`config.mk`:
```
export PLATFORM = sky130hd
export DESIGN_NAME = fma16_result_q
export DESIGN_NICKNAME = d
export VERILOG_FILES = /design/src/rtl/fma16_result_q.sv
export SDC_FILE = /design/constraint.sdc
export NUM_CORES = 1
export LEC_CHECK = 0
export ABC_AREA = 1
export BUFFER_PORTS_ARGS = -buffer_cell sky130_fd_sc_hd__buf_2
export CAP_MARGIN = 20
export CORE_MARGIN = 4
export CORE_UTILIZATION = 40
export DETAILED_ROUTE_END_ITERATION = 8
export GPL_TIMING_DRIVEN = 0
export PLACE_DENSITY_LB_ADDON = 0.15
export SETUP_SLACK_MARGIN = 0.5
export SYNTH_ARGS = -nofsm -noshare
export SYNTH_HDL_FRONTEND = slang
export SYNTH_SLANG_ARGS = --single-unit
```
`constraint.sdc`:
```
create_clock -name clk -period 2.4 [get_ports clk]
set_input_delay 0 -clock clk [delete_from_list [all_inputs] [get_ports clk]]
set_output_delay 0 -clock clk [all_outputs]
set_load 0.02 [all_outputs]
```
`src/rtl/fma16_result_q.sv`:
```
// Writeback queue for fma16 results: DEPTH-entry FIFO of {result, flags} with
// sticky IEEE exception flags and a saturating invalid-operation counter.
module fma16_result_q #(
  parameter int DEPTH = 4,
  localparam int CW = $clog2(DEPTH + 1)
) (
  input  logic          clk,
  input  logic          rst_n,
  input  logic          in_valid,
  output logic          in_ready,
  input  logic [15:0]   in_result,
  input  logic [3:0]    in_flags,
  output logic          out_valid,
  input  logic          out_ready,
  output logic [15:0]   out_result,
  output logic [3:0]    out_flags,
  output logic [CW-1:0] count,
  output logic [3:0]    fflags,
  input  logic          fflags_clr,
  output logic [7:0]    nv_count
);

  localparam int PW     = $clog2(DEPTH);
  localparam int DATA_W = 16;
  localparam int FLAG_W = 4;

  logic [PW-1:0]     wr_ptr;
  logic [PW-1:0]     rd_ptr;
  logic [DATA_W-1:0] mem_result [DEPTH];
  logic [FLAG_W-1:0] mem_flags  [DEPTH];
  logic              enq;
  logic              deq;
  logic              nv_inc;

  function automatic logic [7:0] sat_inc8(input logic [7:0] v, input logic inc);
    if (inc && (v != 8'hFF)) return v + 8'd1;
    return v;
  endfunction

  // Full/empty come from the occupancy count so pointers may simply wrap.
  assign in_ready  = (count != CW'(DEPTH));
  assign out_valid = (count != '0);
  assign enq       = in_valid && in_ready;
  assign deq       = out_valid && out_ready;
  assign nv_inc    = enq && in_flags[3];

  assign out_result = out_valid ? mem_result[rd_ptr] : '0;
  assign out_flags  = out_valid ? mem_flags[rd_ptr]  : '0;

  // Entry storage carries no reset; emptiness is masked at the output.
  always_ff @(posedge clk) begin
    if (enq) begin
      mem_result[wr_ptr] <= in_result;
      mem_flags[wr_ptr]  <= in_flags;
    end
  end

  always_ff @(posedge clk or negedge rst_n) begin
    if (!rst_n) begin
      wr_ptr   <= '0;
      rd_ptr   <= '0;
      count    <= '0;
      fflags   <= '0;
      nv_count <= '0;
    end else begin
      if (enq) wr_ptr <= wr_ptr + PW'(1);
      if (deq) rd_ptr <= rd_ptr + PW'(1);
      case ({enq, deq})
        2'b10:   count <= count + CW'(1);
        2'b01:   count <= count - CW'(1);
        default: count <= count;
      endcase
      // Accumulate after the clear so a same-cycle enqueue is not lost.
      fflags   <= (fflags_clr ? 4'h0 : fflags) | (enq ? in_flags : 4'h0);
      nv_count <= fflags_clr ? {7'd0, nv_inc} : sat_inc8(nv_count, nv_inc);
    end
  end

endmodule

```
==> impl_metrics.ini <==
[run]
max_cap_violations = 0

[floorplan]
top_level_ports = 62
chipWidth_um = 111
core_area_sq_um = 10300
dieHeight_um = 111
floorplan.die_area_sq_um = 12300
rows = 37
initial_utilization = 0.409

[final_layout]
areaGrowthSynthToFinish_pct = 24.9
fillCellCount = 951
fin_util = 0.511
num-nets-final = 508
antenna_cells = 0
layout_commonest_cell = sky130_fd_sc_hd__nor2_1
drive_gt1_frac = 0.258
final_cell_mix = sky130_fd_sc_hd__nor2_1 (91), sky130_fd_sc_hd__edfxtp_1 (80), sky130_fd_sc_hd__buf_2 (66)

[timing]
drv_slew = 0
timing.final.crit_period_ns = 1.86
worst-slew-pin-transition_ns = 0.588
layout_worst_path_cycle_share = 0.776
clock.fmax_mhz = 537
max_slew_margin = 0.608
worst_hold_slack_ns = 0.0437
hold_viol_final = 0
final.setup_skew_ns = 0.0142
rsz0062_at_grt = yes
report.final.setup_viol = 0

[synth]
synth.mux.area_fraction = 0
synth_fa_ha_area_frac = 0.0225
total_of_flip_flops_plus_latches_after_synthesis = 99
synth.cell_area_sq_um = 4220
synth_simple_gate_area_frac = 0.153
synth_nets = 404
netlist.area_leader.share = 0.569
synth_top_cells_by_area = sky130_fd_sc_hd__edfxtp_1 (57%), sky130_fd_sc_hd__dfrtp_1 (11%), sky130_fd_sc_hd__nor2_1 (8.4%), sky130_fd_sc_hd__o21ai_0 (4.1%), sky130_fd_sc_hd__a21oi_1 (2.6%)
seq_area_frac_synth = 0.681
synth_top_family_by_area = simple AND/OR/NAND/NOR gates
syn-instance-count = 372
synthesis.area_per_instance_sq_um = 11.4
post-synth-top-area-cell = sky130_fd_sc_hd__edfxtp_1
yosysWarnings = 0
synth.lib_cells_used.distinct = 28
synthesized_area_fraction_occupied_by_xor_and_xnor_cells = 0.0124
post_synthesis_compound_gate_area_fraction = 0.0906

[drt]
drt_pre_antenna_iters = 4
vias = 2993
route.detailed.wl_per_inst_um = 15.4
drt_first_iter_violations = 116
final_antenna_net_count = 0
drcViolationCount = 0
routed_via_density = 4.85
routed_wirelength_um = 9490

[worst_setup_path]
path_cells = inv_2 > nand2_2 > inv_2 > nor2_4 > ha_2 > inv_2 > fa_2 > a21oi_2 > o21ai_1 > xor2_1
critPathMaxFanout = 4
crit_path_end_kind = register
critical_path.startpoint_type = register
timing.critical_path.mode_cell = sky130_fd_sc_hd__inv_2
critPathMaxStageDelay_ns = 0.47
arrival_ns = 2.10
criticalPathCategory = register to register
cell_at_the_slowest_stage_of_the_critical_path = sky130_fd_sc_hd__dfrtp_2
timing.critical_path.required_ns = 2.64

[clock_network]
cts_made_buffers = 9
insertion_delay_ns = 0.35
cts.clk_slew.worst_paths_ns = 0.10
tritoncts = yes
cts.root.buffer_cell = sky130_fd_sc_hd__clkbuf_8
clkSinkCount = 99
htreeDepth = 3
cts_max_path_buffers = 2

[pwr]
power.share.switching = 0.416
p_clk_frac = 0.162
cellPowerDensity_nw_per_um2 = 1170
sequentialPowerShare = 0.385
leakage_nw = 2.12
power.switching_mw = 2.57
power_frac_comb = 0.453
internal_power_mw = 3.60
worst_ir_drop_vdd_mv = 0.579

[placed_design]
place_congestion = 0.823
post-dp-hpwl_um = 6140
io_buffer_count = 61

[grt]
grt_max_degree = 20
initial_antenna_violation_count = 0
grt_pass1_vias = 3016
global_route.usage.total = 0.159
grt_first_pass_wirelength_um = 15500
globalRouteOverflowTotal = 0

[status]
run_status = finished clean

[worst_hold_path]
holdCritPathClass = input port to register
==> area by class of cell <==
class                      instances  area, sq um  area share
buffer                            17         92.6      0.0175
clock buffer                      11          131      0.0249
clock inverter                     5         46.3     0.00877
inverter                          22         82.6      0.0156
multi-input combinational        234         1210       0.230
sequential                        99         2880       0.546
tap                              136          170      0.0322
timing repair buffer              93          658       0.125
==> registers in the layout, summed over array words and instances, names as in the netlist <==
name and count:
count 3, wr_ptr 2, mem_flags 16, fflags 4
rd_ptr 2, mem_result 64, nv_count 8
==> logic make-up (layout without fill, tap and decap cells) <==
family                   after synthesis  in the layout
AND/OR/NAND/NOR                      150            150
flip-flops                            99             99
AO/OA/AOI/OAI                         71             71
buffers and inverters                 39            148
adder cells (fa/ha/maj)                7              7
XOR/XNOR                               6              6
==> stage by stage <==
| step | cells | total power, mW | instance area (sq um) | TNS, ns | setup slack, ns |
|---|---|---|---|---|---|
| after floorplan | 372 | 4.15 | 4240 | 0 | 0.409 |
| after global placement | 569 | 5.00 | 4720 | -17.29 | -0.248 |
| after detailed placement | 573 | 5.13 | 4810 | 0 | 0.431 |
| after CTS | 615 | 6.20 | 5250 | 0 | 0.504 |
| after global routing | 617 | 6.61 | 5280 | 0 | 0.475 |
| final | 617 | 6.17 | 5280 | 0 | 0.538 |
==> power by group through the flow <==
stage          clock network [mW]  registers (mW)  logic, mW
2_1_floorplan                   0            2.46       1.69
3_3_place_gp                    0            2.42       2.58
3_5_place_dp                    0            2.42       2.72
4_1_cts                      1.02            2.37       2.80
5_1_grt                      1.10            2.40       3.10
6_report                    0.999            2.37       2.79
==> cell usage after synthesis (all sizes together) <==
cell     n
nand2   30
xor2     5
xnor2    1
nor3     1
edfxtp  80
a21oi   22
nand3   20
inv     22
a21boi   1
nor2    99
ha       6
fa       1
dfrtp   19
buf     10
clkbuf   7
a22o     3
o211ai   1
o21ai   44
==> timing repair <==
item / in CTS / in global routing
pin swaps: 1 / 3
hold buffers: 23 / 0
gates cloned: 0 / 0
endpoints found under the setup margin: 1 / 5
hold endpoints to repair: 104 / 0
buffers inserted: 3 / 2
gates resized for setup: 1 / 9
==> routing by layer <==
metal / global-route usage / part of all wire / wire [um]
met5: 0 / 0 / 0
met4: 0.0550 / 0.0081 / 77
met3: 0.0338 / 0.056 / 535
met2: 0.262 / 0.48 / 4560
met1: 0.209 / 0.45 / 4320
==> worst max-delay path: cells and delay by family (launching register included) <==
family / cells / cell delay (ns)
AO/OA/AOI/OAI: 2 / 0.22
XOR/XNOR: 1 / 0.14
adder cells (fa/ha/maj): 2 / 0.55
buffers and inverters: 3 / 0.18
flip-flops: 1 / 0.47
AND/OR/NAND/NOR: 2 / 0.20
==> worst paths after layout <==
| check | startpoint | to | slack, ns | depth (start not counted) |
|---|---|---|---|---|
| worst min-delay path | out_ready | rd_ptr[0]$_DFFE_PN0P_ | 0.04 | 4 |
| worst min register to register | fflags[3]$_DFF_PN0_ | fflags[3]$_DFF_PN0_ | 0.52 | 2 |
| min in group asynchronous | rst_n | nv_count[5]$_DFFE_PN0P_ | 0.11 | 2 |
| max in group asynchronous | rst_n | count[2]$_DFFE_PN0P_ | 1.94 | 2 |
| worst max-delay path | count[2]$_DFFE_PN0P_ | count[2]$_DFFE_PN0P_ | 0.54 | 10 |
| worst max register to register | count[2]$_DFFE_PN0P_ | count[2]$_DFFE_PN0P_ | 0.54 | 10 |
(Power assumes the default switching activity.)
